## src/rtl/lsu_queue_pkg.sv

```systemverilog
// Shared constants and the queue entry type for the load/store queue.
package lsu_queue_pkg;

  localparam int ROB_ENTRIES = 32;
  localparam int ROB_IDX_W   = $clog2(ROB_ENTRIES);
  localparam int LSQ_ENTRIES = 8;
  localparam int LSQ_PTR_W   = $clog2(LSQ_ENTRIES);
  localparam int LSQ_CNT_W   = LSQ_PTR_W + 1;

  typedef struct packed {
    logic                 wr_rd;
    logic [31:0]          addr;
    logic [31:0]          data;
    logic [ROB_IDX_W-1:0] rob_idx;
  } lsq_entry_t;

endpackage

```

## src/rtl/lsu_queue_flush_scan.sv

```systemverilog
// Priority scan from head: how many entries survive a flush (up to and including
// the cmt_cnt-th store) and the tail index just past them.
module lsq_flush_scan #(
  parameter  int ENTRIES = 8,
  localparam int PTR_W   = $clog2(ENTRIES),
  localparam int CNT_W   = PTR_W + 1
) (
  input  logic [PTR_W-1:0]   head_i,
  input  logic [CNT_W-1:0]   count_i,
  input  logic [CNT_W-1:0]   cmt_cnt_i,
  input  logic [ENTRIES-1:0] wr_rd_i,
  output logic [CNT_W-1:0]   retain_o,
  output logic [PTR_W-1:0]   tail_o
);

  logic [CNT_W-1:0] seen_s;
  logic [CNT_W-1:0] retain_s;
  logic             found_s;
  logic [PTR_W-1:0] idx_s;

  // Walk occupied slots oldest-first; a zero commit count never matches, so nothing is kept.
  always_comb begin
    seen_s   = {CNT_W{1'b0}};
    retain_s = {CNT_W{1'b0}};
    found_s  = 1'b0;
    idx_s    = head_i;
    for (int i = 0; i < ENTRIES; i++) begin
      idx_s = head_i + PTR_W'(i);
      if ((CNT_W'(i) < count_i) && !found_s && wr_rd_i[idx_s]) begin
        seen_s = seen_s + CNT_W'(1);
        if (seen_s == cmt_cnt_i) begin
          found_s  = 1'b1;
          retain_s = CNT_W'(i + 1);
        end else begin
          found_s  = found_s;
        end
      end else begin
        seen_s = seen_s;
      end
    end
    retain_o = retain_s;
    tail_o   = head_i + retain_s[PTR_W-1:0];
  end

endmodule

```

## src/rtl/lsu_queue.sv

```systemverilog
// In-order load/store queue feeding cache_controller; stores wait for ROB commit.
// Optional same-cycle load bypass on an empty queue: define LSQ_BYPASS_EN.
module lsu_queue #(
  parameter int LSQ_ENTRIES = lsu_queue_pkg::LSQ_ENTRIES
) (
  input  logic                                clk_i,
  input  logic                                rst_i,
  input  logic                                flush_i,
  input  logic                                agu_vld_i,
  output logic                                agu_rdy_o,
  input  logic                                agu_wr_rd_i,
  input  logic [31:0]                         agu_addr_i,
  input  logic [31:0]                         agu_data_i,
  input  logic [lsu_queue_pkg::ROB_IDX_W-1:0] agu_rob_idx_i,
  input  logic                                rob_st_cmt_i,
  input  logic                                cache_busy_i,
  output logic                                lsu_req_vld_o,
  output logic                                lsu_req_wr_rd_o,
  output logic [31:0]                         lsu_req_addr_o,
  output logic [31:0]                         lsu_req_data_o,
  output logic [lsu_queue_pkg::ROB_IDX_W-1:0] lsu_req_rob_idx_o,
  output logic                                lsq_full_o,
  output logic                                lsq_empty_o
);

  import lsu_queue_pkg::*;

  localparam int PTR_W = $clog2(LSQ_ENTRIES);
  localparam int CNT_W = PTR_W + 1;
  localparam logic [CNT_W-1:0] FULL_CNT = CNT_W'(LSQ_ENTRIES);

  logic [PTR_W-1:0]       head_r, tail_r;
  logic [CNT_W-1:0]       count_r, cmt_cnt_r;
  logic [LSQ_ENTRIES-1:0] valid_r;
  lsq_entry_t             mem_r [LSQ_ENTRIES];

  lsq_entry_t             head_ent_s, agu_ent_s, req_s;
  logic                   full_s, agu_rdy_s, head_vld_s, fire_s, enq_s, byp_s;
  logic [PTR_W-1:0]       head_post_s, tail_n_s, scan_tail_s, off_s;
  logic [CNT_W-1:0]       count_post_s, cmt_post_s, count_n_s, retain_s;
  logic [LSQ_ENTRIES-1:0] valid_n_s, wr_vec_s;

  assign head_ent_s = mem_r[head_r];
  assign agu_ent_s  = '{wr_rd: agu_wr_rd_i, addr: agu_addr_i, data: agu_data_i, rob_idx: agu_rob_idx_i};
  assign full_s     = (count_r == FULL_CNT);
  assign agu_rdy_s  = rst_i && !full_s && !flush_i;
  assign head_vld_s = rst_i && (count_r != {CNT_W{1'b0}}) && valid_r[head_r] &&
                      (!head_ent_s.wr_rd || (cmt_cnt_r != {CNT_W{1'b0}}));
  assign fire_s     = head_vld_s && !cache_busy_i;

`ifdef LSQ_BYPASS_EN
  assign byp_s = rst_i && (count_r == {CNT_W{1'b0}}) && agu_vld_i && !agu_wr_rd_i &&
                 !cache_busy_i && !flush_i;
`else
  assign byp_s = 1'b0;
`endif

  // A bypassed load goes straight to the cache and never occupies a slot.
  assign enq_s = agu_vld_i && agu_rdy_s && !byp_s;

  // Store-direction bits of every slot, for the flush scan.
  always_comb begin
    wr_vec_s = {LSQ_ENTRIES{1'b0}};
    for (int j = 0; j < LSQ_ENTRIES; j++) begin
      wr_vec_s[j] = mem_r[j].wr_rd;
    end
  end

  // Queue state after this cycle's issue, which the flush boundary is measured from.
  always_comb begin
    head_post_s  = head_r;
    count_post_s = count_r;
    cmt_post_s   = cmt_cnt_r;
    if (fire_s) begin
      head_post_s  = head_r + PTR_W'(1);
      count_post_s = count_r - CNT_W'(1);
      if (head_ent_s.wr_rd) begin
        cmt_post_s = cmt_cnt_r - CNT_W'(1);
      end else begin
        cmt_post_s = cmt_cnt_r;
      end
    end else begin
      head_post_s = head_r;
    end
    if (rob_st_cmt_i) begin
      cmt_post_s = cmt_post_s + CNT_W'(1);
    end else begin
      cmt_post_s = cmt_post_s;
    end
  end

  lsq_flush_scan #(.ENTRIES(LSQ_ENTRIES)) u_flush_scan (
    .head_i    (head_post_s),
    .count_i   (count_post_s),
    .cmt_cnt_i (cmt_post_s),
    .wr_rd_i   (wr_vec_s),
    .retain_o  (retain_s),
    .tail_o    (scan_tail_s)
  );

  // Next tail, occupancy and slot-valid bits, either after a flush or a normal enqueue.
  always_comb begin
    valid_n_s = valid_r;
    off_s     = {PTR_W{1'b0}};
    if (fire_s) begin
      valid_n_s[head_r] = 1'b0;
    end else begin
      valid_n_s = valid_r;
    end
    if (flush_i) begin
      count_n_s = retain_s;
      tail_n_s  = scan_tail_s;
      for (int j = 0; j < LSQ_ENTRIES; j++) begin
        off_s        = PTR_W'(j) - head_post_s;
        valid_n_s[j] = ({1'b0, off_s} < retain_s);
      end
    end else if (enq_s) begin
      count_n_s         = count_post_s + CNT_W'(1);
      tail_n_s          = tail_r + PTR_W'(1);
      valid_n_s[tail_r] = 1'b1;
    end else begin
      count_n_s = count_post_s;
      tail_n_s  = tail_r;
    end
  end

  // Pointer, counter and valid-bit registers.
  always_ff @(posedge clk_i) begin
    if (!rst_i) begin
      head_r    <= {PTR_W{1'b0}};
      tail_r    <= {PTR_W{1'b0}};
      count_r   <= {CNT_W{1'b0}};
      cmt_cnt_r <= {CNT_W{1'b0}};
      valid_r   <= {LSQ_ENTRIES{1'b0}};
    end else begin
      head_r    <= head_post_s;
      tail_r    <= tail_n_s;
      count_r   <= count_n_s;
      cmt_cnt_r <= cmt_post_s;
      valid_r   <= valid_n_s;
    end
  end

  // Entry payload storage; contents are only trusted through the valid bits.
  always_ff @(posedge clk_i) begin
    if (enq_s) begin
      mem_r[tail_r] <= agu_ent_s;
    end
  end

  // Request mux: bypassed AGU load, head entry, or all-zero when idle.
  always_comb begin
    if (byp_s) begin
      req_s = agu_ent_s;
    end else if (head_vld_s) begin
      req_s = head_ent_s;
    end else begin
      req_s = '0;
    end
  end

  assign agu_rdy_o         = agu_rdy_s;
  assign lsu_req_vld_o     = head_vld_s || byp_s;
  assign lsu_req_wr_rd_o   = req_s.wr_rd;
  assign lsu_req_addr_o    = req_s.addr;
  assign lsu_req_data_o    = req_s.data;
  assign lsu_req_rob_idx_o = req_s.rob_idx;
  assign lsq_full_o        = full_s;
  assign lsq_empty_o       = (count_r == {CNT_W{1'b0}});

endmodule

```

## config.mk

```make
export PLATFORM = sky130hd
export DESIGN_NAME = lsu_queue
export DESIGN_NICKNAME = d
export VERILOG_FILES = /design/src/rtl/lsu_queue_pkg.sv /design/src/rtl/lsu_queue_flush_scan.sv /design/src/rtl/lsu_queue.sv
export SDC_FILE = /design/constraint.sdc
export NUM_CORES = 1
export LEC_CHECK = 0
export ABC_AREA = 1
export CAP_MARGIN = 20
export CELL_PAD_IN_SITES_DETAIL_PLACEMENT = 0
export CELL_PAD_IN_SITES_GLOBAL_PLACEMENT = 2
export CORE_ASPECT_RATIO = 1.75
export CORE_MARGIN = 1.5
export CORE_UTILIZATION = 44
export CTS_CLUSTER_SIZE = 12
export DETAILED_ROUTE_END_ITERATION = 8
export GPL_TIMING_DRIVEN = 0
export PLACE_DENSITY = 0.85
export SLEW_MARGIN = 5
export SYNTH_ARGS = -nofsm -noshare
export SYNTH_HDL_FRONTEND = slang
export SYNTH_SLANG_ARGS = --single-unit
export TNS_END_PERCENT = 1
```

## constraint.sdc

```tcl
create_clock -name clk_i -period 11.8 [get_ports clk_i]
set_input_delay 1.18 -clock clk_i [delete_from_list [all_inputs] [get_ports clk_i]]
set_output_delay 1.18 -clock clk_i [all_outputs]
set_load 0.005 [all_outputs]
```

After elaboration in Yosys (flattened, before gate mapping)
Memories as Yosys holds them, arrays and structs flattened. A register that Yosys moved wholly into a read port is not among the register bits. Index checks and enable logic that the tools add are counted.

Bitwise gates (word level): 3. Add/sub/neg operators: 29. Order comparisons: 28. Reductions and logical operators: 40. Equal/unequal tests: 9. Multiplexer cells: 75.

Operators by type and width (count): $mux W4 (26); $mux W70 (1); $lt A3 B4 Y1 const B (10); $add A4 B1 Y4 const B (8); $lt A3 B4 Y1 (8); $mux W1 (30); $eq A4 B4 Y1 (7); $bmux W1 S3 (9); $logic_and A1 B1 Y1 (24); $mux W8 (3); $lt A3 B4 Y1 const A (4); $add A3 B3 Y3 const B (4); $mux W3 (4); $sub A3 B3 Y3 const A (4); $logic_not A1 Y1 (11); $add A3 B1 Y3 const B (3); $and A8 B8 Y8 (1); $lt A1 B4 Y1 const A (2); $lt A2 B4 Y1 const A (2); $not A8 Y8 (1); $or A8 B8 Y8 (1); $reduce_bool A4 Y1 (2); $sub A4 B1 Y4 const B (2); $add A3 B2 Y3 const B (2); other kinds (11) (15).

Flip-flop bits (word level): 22. Logic and storage cells: 190. Bits of input ports: 76. Memories: 1. Memory bits (writable): 560. Output and inout port bits: 74.

Memories: mem_r (words 8, width 70, rd ports 9, clocked after Yosys merged registers in 1, write ports 1, RTL line lsu_queue.sv:35) `lsq_entry_t mem_r [LSQ_ENTRIES];`.

Longest topological paths before layout
Gate-level depths: netlist of run 1.

Depth in word-level cells: 41. Gate-level depth with buffers: 60. Gate-level depth less buffers: 58.

Modules after synthesis
From an unflattened synthesis of run 1, not the netlist that was laid out.

Cell total of the unflattened synthesis: 2106. Area total of the unflattened synthesis: 25046.5 um^2.

Modules (own cells, without submodules): lsu_queue (area an instance 23234.8 um^2, times used 1, cells an instance 1781); lsq_flush_scan (area an instance 1811.7 um^2, times used 1, cells an instance 325).

Least setup slack after synthesis of run 1
No wires, ideal clock.

Kind: input port to flip-flop. Start: in rst_i. End: reg tail_r[2]. Setup slack: 4.056 ns. Data arrival time: 7.685 ns. Required time: 11.741 ns. Path buffers: 1. Setup time: 0.059 ns. Stages: 48. Cells stage by stage: clkbuf_1 > o21ai_0 > nor2_4 > nand2_4 > nor2_8 > nand2_1 > nand2_1 > inv_1 > ha_1 > o21ai_1 > nand2_1 > nor2_1 > nand2_2 > inv_2 > nor2_1 > ha_1 > nand2_1 > inv_1 > [12 not listed] > nand3_2 > nand3_2 > nand2_1 > nand2_1 > ha_1 > xor2_1 > a21oi_1 > nand2_1 > nor2_1 > nand2_1 > nand2_1 > nor3_2 > inv_1 > fa_1 > xor2_1 > o21ai_0 > nand3_1 > nand2_1.

Longest elaborated chain between the ends: 40.

RTL lines: from (decl) (RTL line lsu_queue.sv:7) `input logic rst_i,`; parallel branches: the longest is 40 deep, another holds $add A4 B1 Y4; to (signal assigned) (RTL line lsu_queue.sv:131) `tail_r <= {PTR_W{1'b0}};`; to (signal assigned) (RTL line lsu_queue.sv:137) `tail_r <= tail_n_s;`; to (decl) (RTL line lsu_queue.sv:32) `logic [PTR_W-1:0] head_r, tail_r;`.

Parallel ways; which one is timed is not known. The select of a mux whose other input is x is not followed. A chain may end at the register's enable or synchronous reset.

Final worst setup path of run 1
Ends and elaborated chain as after synthesis.

==> metrics.md, run 1 <==
| Metric | Value |
|---|---|
| Total GRT Usage | `24.5%` |
| Routed WL per cell | `23.6 um` |
| Max Cap Viol | `0` |
| # rows | `115` |
| Synth area leaders | `edfxtp_1 68%, nand2_1 9.2%, a21oi_1 4.5%` |
| PostCTS Resize Cnt | `0` |
| Final setup violation count | `0` |
| Drt pass-1 iters | `7` |
| FF+latch area | `0.0173 mm2` |
| Share of the synthesized area in the top cell type | `67.7%` |
| DP HPWL | `49100 um` |
| DRC viols | `0` |
| Yosys top cell by area | `edfxtp_1` |
| Area of the multi-input gates | `0.00685 mm2` |
| Synth warn | `0` |
| Root Driver | `clkbuf_16` |
| Cell mode on critical path | `nand2_1` |
| Share of cells above drive strength 1 | `7.38%` |
| Number of flops mapped to enable cells by yosys | `560` |
| Layout net count | `2402` |
| FILL cells | `4769` |
| Slew margin rel. | `31.7%` |
| # Post-CTS Setup Buffers | `0` |
| FF+latch count, synth | `582` |
| CTS clk-pin slew, worst paths | `0.06 ns` |
| Power per Cell Area | `135 mW/mm2` |
| Final Power | `3960 uW` |
| Post-DRT Antenna Nets | `0` |
| Antenna violations before repair | `4` |
| Die width | `183 um` |
| Post-CTS Hold Fix Bufs | `0` |
| Cell area after synthesis | `0.0249 mm2` |
| Count of cell types in the netlist | `48` |
| Unrepaired setup endpoints after global routing | `no` |
| Largest net degree at the start of global routing | `27` |
| Total negative slack | `0 ns` |
| Die H | `317 um` |
| Num CTS Buffers | `55` |
| Total number of vias | `17100` |
| Most used DFF post-synth | `edfxtp_1` |
| Post-synthesis net count | `2171` |
| Core footprint | `0.0560 mm2` |
| Synth async-reset ratio | `0%` |
| Final setup margin | `2.83 ns` |
| Minimum clock period | `8.97 ns` |
| Slew Viols, Final | `0` |
| Number of diodes | `0` |
| 1st-iter DRT viols | `1093` |
| Leak Pwr | `0.00988 uW` |
| Initial core utilization | `44.4%` |
| Post-placement setup slack | `2.09 ns` |
| Critical setup path kind | `in2reg` |
| Total I/O pin count | `150` |
| Avg Cell Area, Syn | `12.0 um2` |
| Clock latency on the worst-skew pair | `0.60 ns` |
| HP Class | `reg2reg` |
| Clk_skew | `0.0156 ns` |
| WL final | `70800 um` |
| Vias in the first global route | `17700` |
| Req. time, crit path | `12.34 ns` |
| Gr ovfl total | `0` |
| Final RePlAce weighted congestion | `0.845` |
| Worst path top cell family by delay | `simple AND/OR/NAND/NOR gates` |
| Slowest-stage cell, CP | `o21ai_1` |
| CTS H-tree lvls | `2` |
| Buffer and inverter count on the worst path | `6` |
| Max IR drop VDD | `146 uV` |
| Final instance area | `0.0293 mm2` |
| Hold slack | `0.515 ns` |
| Fmax | `112 MHz` |
| CTS Sinks | `582` |
| Syn Inst Count | `2064` |
| CP arrival | `9.51 ns` |
| Most common library cells after synthesis | `609 x nand2_1, 560 x edfxtp_1, 222 x a21oi_1` |
| Vias per inst | `5.70` |
| Startpoint Class | `primary input` |
| Area Overhead vs Synth | `17.9%` |
| Crit path largest cell delay | `0.53 ns` |
| Placed cell area | `0.0278 mm2` |
| Most common cell in the netlist | `nand2_1` |
| Fin crit share | `76.0%` |
| Final hold vios | `0` |
| Register area share after synthesis | `69.4%` |
| Port Buf Inserts | `148` |
| Outcome | `finished, final reports clean` |
| Die area | `0.0580 mm2` |
| Critical Path Fanout Max | `10` |
| Crit path capture type | `flip-flop` |
| Clock buffer depth | `3` |
| Slew @ Worst Pin | `0.998 ns` |
| CTS tree | `done` |
| Wire length of the first global-routing pass | `106000 um` |
==> power breakdown <==
part	internal (uW)	leakage (uW)	total (uW)	switching (uW)
Sequential	2280	0.00522	2280	3.47
Clock	848	0.000717	1550	703
Combinational	46.5	0.00394	125	78.1
==> sequential cells by signal (all words and copies together) (netlist names) <==
register   flops
cmt_cnt_r      4
count_r        4
head_r         3
mem_r        560
tail_r         3
valid_r        8
==> worst paths after layout <==
kind	startpoint	endpoint	slack [ns]	cells after the start
hold reg to reg	tail_r[0]$_SDFFE_PN0P_	tail_r[0]$_SDFFE_PN0P_	0.51	2
setup reg to reg	head_r[1]$_SDFF_PN0_	tail_r[2]$_SDFFE_PN0P_	2.93	52
hold / removal	tail_r[0]$_SDFFE_PN0P_	tail_r[0]$_SDFFE_PN0P_	0.51	2
setup / recovery	rst_i	tail_r[2]$_SDFFE_PN0P_	2.83	49
==> cell type report <==
cell class                      instances  area share, %
Buffer                                107           1.44
Inverter                              104           1.33
Clock inverter                          5         0.0854
Clock buffer                           60           4.91
Tap cell                              702           3.00
Sequential cell                       582           58.9
Multi-Input combinational cell       1271           23.4
Timing Repair Buffer                  174           6.95
==> worst min-delay path: stages (launching register included) <==
cell     delay, ns
dfxtp_1       0.33
nand2_1       0.07
a31oi_1       0.06
==> metrics by stage <==
step                utilization [%]  instances
floorplan                         -       2064
global placement               48.6       2914
detailed placement             49.7       2940
CTS                            52.3       3005
global route                   52.3       3005
finish                         52.3       3005
==> per-layer routing <==
layer,vias to the layer above,track usage [%],wire length [um]
met1,8452,27.0,25300
met3,163,3.10,3430
li1,7954,-,-
met4,8,10.8,2960
met5,-,0,56
met2,542,46.6,39000
==> placed cells by master (no fill, tap or decap), drive strengths merged, types with 13 or more instances in the layout <==
master,n
a2111oi,69
a21oi,224
a31oi,13
a32o,69
buf,34
clkbuf,158
clkdlybuf4s50,148
dfxtp,22
edfxtp,560
ha,30
inv,103
nand2,632
nand3,96
nand4,19
nor2,57
o21ai,24
xor2,13
==> cell families (layout without fill, tap and decap cells) <==
family	Yosys count	count (layout)	synth area share, %
AOI/OAI and AO/OA	411	411	11.1
and+or+nand+nor	811	811	13.9
buffers and inverters	211	450	3.27
DFF	582	582	69.4
xor gates and xnor gates	18	18	0.725
adders and majority gates	31	31	1.59
(Power assumes the default switching activity.)
==> run 2, diff against run 1 <==
- CORE_UTILIZATION: 44 -> 41
- PLACE_DENSITY: 0.85 -> 0.81
- clock period: 11.8 -> 8.6 ns (I/O delays scaled with it)
==> metrics.md, run 2 (synthesized netlist as in run 1, its figures left out) <==
| Metric | Value |
|---|---|
| Hold wc startpoint | `tail_r[2]$_SDFFE_PN0P_` |
| Share of cells above drive strength 1 | `8.76%` |
| # rows | `119` |
| Clock buffer depth | `3` |
| CTS Sinks | `582` |
| Gr ovfl total | `0` |
| Die H | `329 um` |
| Clock latency on the worst-skew pair | `0.59 ns` |
| Fin crit share | `93.1%` |
| R2r setup slk | `0.59 ns` |
| Commonest non-fill, non-tap cell in the layout | `nand2_1` |
| Final Power | `5470 uW` |
| Total number of vias | `17200` |
| Total GRT Usage | `23.3%` |
| Largest net degree at the start of global routing | `27` |
| Internal power | `4380 uW` |
| Area Overhead vs Synth | `19.6%` |
| Total I/O pin count | `150` |
| FILL cells | `5194` |
| Final instance area | `0.0297 mm2` |
| Fmax | `125 MHz` |
| Max Cap Viol | `0` |
| Largest register by flop count | `mem_r` |
| Slew Viols, Final | `0` |
| CTS H-tree lvls | `2` |
| 1st-iter DRT viols | `1194` |
| Cell mode on critical path | `nand2_1` |
| Critical setup path kind | `reg2reg` |
| Most frequent cells in the layout | `604 x nand2_1, 560 x edfxtp_1, 222 x a21oi_1` |
| CTS tree | `done` |
| Max FFs per register | `560` |
| Num CTS Buffers | `55` |
| Die area | `0.0622 mm2` |
| Hold path endpoint | `tail_r[2]$_SDFFE_PN0P_` |
| Crit path largest cell delay | `0.41 ns` |
| Root Driver | `clkbuf_16` |
| Port Buf Inserts | `148` |
| DP HPWL | `50300 um` |
| Worst r2r dst | `tail_r[2]$_SDFFE_PN0P_` |
| CP arrival | `8.54 ns` |
| Sw Ratio | `19.9%` |
| Leak Pwr | `0.0100 uW` |
| Slew margin rel. | `24.3%` |
| Placed cell area | `0.0279 mm2` |
| Slowest-stage cell, CP | `fa_1` |
| Post-DRT Antenna Nets | `0` |
| Worst R2R Path Depth | `52` |
| Vias in the first global route | `17600` |
| Drt pass-1 iters | `5` |
| Psw | `1090 uW` |
| Minimum clock period | `8.01 ns` |
| HP Class | `reg2reg` |
| Post-CTS Hold Fix Bufs | `0` |
| CTS clk-pin slew, worst paths | `0.06 ns` |
| Final hold vios | `0` |
| Final RePlAce weighted congestion | `0.819` |
| Clock power frac | `39.6%` |
| Initial core utilization | `41.4%` |
| Critical Path Fanout Max | `8` |
| DRC viols | `0` |
| Worst Hold Depth | `2` |
| Power per Cell Area | `184 mW/mm2` |
| Seq pwr share | `57.1%` |
| Layout net count | `2420` |
| Outcome | `finished, final reports clean` |
| Req. time, crit path | `9.13 ns` |
| WL final | `72600 um` |
| Crit path capture type | `flip-flop` |
| Antenna violations before repair | `5` |
| Slew @ Worst Pin | `1.11 ns` |
| Combinational share of power | `3.3%` |
| Die width | `189 um` |
| Clk_skew | `0.0129 ns` |
| Final setup violation count | `0` |
| Wire length of the first global-routing pass | `108000 um` |
| Total negative slack | `0 ns` |
| Largest registers | `mem_r (560), valid_r (8)` |
| RR Startpoint | `head_r[2]$_SDFF_PN0_` |
| Routed WL per cell | `23.3 um` |
| Max IR drop VDD | `175 uV` |
| Vias per inst | `5.50` |
| Core footprint | `0.0600 mm2` |
| Startpoint Class | `flip-flop` |
==> run 2: timing repair <==
| action | CTS | global route |
|---|---|---|
| cloned | 0 | 0 |
| setup buffers | 5 | 12 |
| pin swaps | 2 | 11 |
| gates resized for setup | 5 | 32 |
| endpoints found under the setup margin | 10 | 11 |
==> run 2: worst max path at each step <==
stage                     depth (start not counted)                      to            startpoint  slack, ns
final                                            52  tail_r[2]$_SDFFE_PN0P_  head_r[2]$_SDFF_PN0_       0.59
after global routing                             55  tail_r[2]$_SDFFE_PN0P_  head_r[2]$_SDFF_PN0_      -0.03
after CTS                                        53  tail_r[2]$_SDFFE_PN0P_  head_r[1]$_SDFF_PN0_       0.01
after detailed placement                         47  tail_r[2]$_SDFFE_PN0P_                 rst_i      -1.03
after global placement                           12   valid_r[4]$_SDFF_PN0_                 rst_i      -1.10
after floorplan                                  48  tail_r[2]$_SDFFE_PN0P_                 rst_i       1.18
==> run 2: area by class of cell <==
class,count,area [um2],area share [%]
Multi-Input combinational cell,1271,6980,23.5
Antenna cell,1,2.50,0.00842
Tap cell,786,983,3.31
Buffer,106,429,1.44
Sequential cell,582,17300,58.1
Clock inverter,7,72.6,0.244
Timing Repair Buffer,193,2160,7.25
Clock buffer,67,1440,4.85
Inverter,104,393,1.32
==> run 2: stage by stage <==
stage / instances / hold slack (ns) / util, % / setup WS (ns)
after global routing: 3116 / 0.537 / 49.5 / -0.0257
after global placement: 2998 / 0.496 / 45.5 / -1.10
after CTS: 3105 / 0.510 / 49.1 / 0.0133
after detailed placement: 3026 / 0.503 / 46.5 / -1.03
after floorplan: 2064 / 0.469 / - / 1.18
final: 3117 / 0.509 / 49.5 / 0.590
==> run 2: worst max-delay path, delay by kind of cell, from the launching register on <==
| kind | cells | cell delay (ns) |
|---|---|---|
| buffers and inverters | 11 | 1.24 |
| AOI/OAI and AO/OA | 5 | 0.90 |
| DFF | 1 | 0.29 |
| xor gates and xnor gates | 3 | 0.68 |
| and+or+nand+nor | 29 | 3.47 |
| adders and majority gates | 4 | 1.36 |
==> run 2: power by group through the flow <==
stage	registers [uW]	logic [uW]	clock network, uW
floorplan	3190	70.4	0
CTS	3130	176	2210
finish	3130	178	2170
detailed placement	3190	173	0
global placement	3190	163	0
global route	3130	195	2300
==> run 2: layer usage <==
metal	part of all wire [%]	wire [um]	GRT usage (%)	up-vias
met3	4.8	3470	3.29	146
li1	-	-	-	7982
met4	3.5	2550	8.85	8
met5	0.073	53	0	-
met1	36	25800	24.6	8494
met2	56	40700	45.8	525
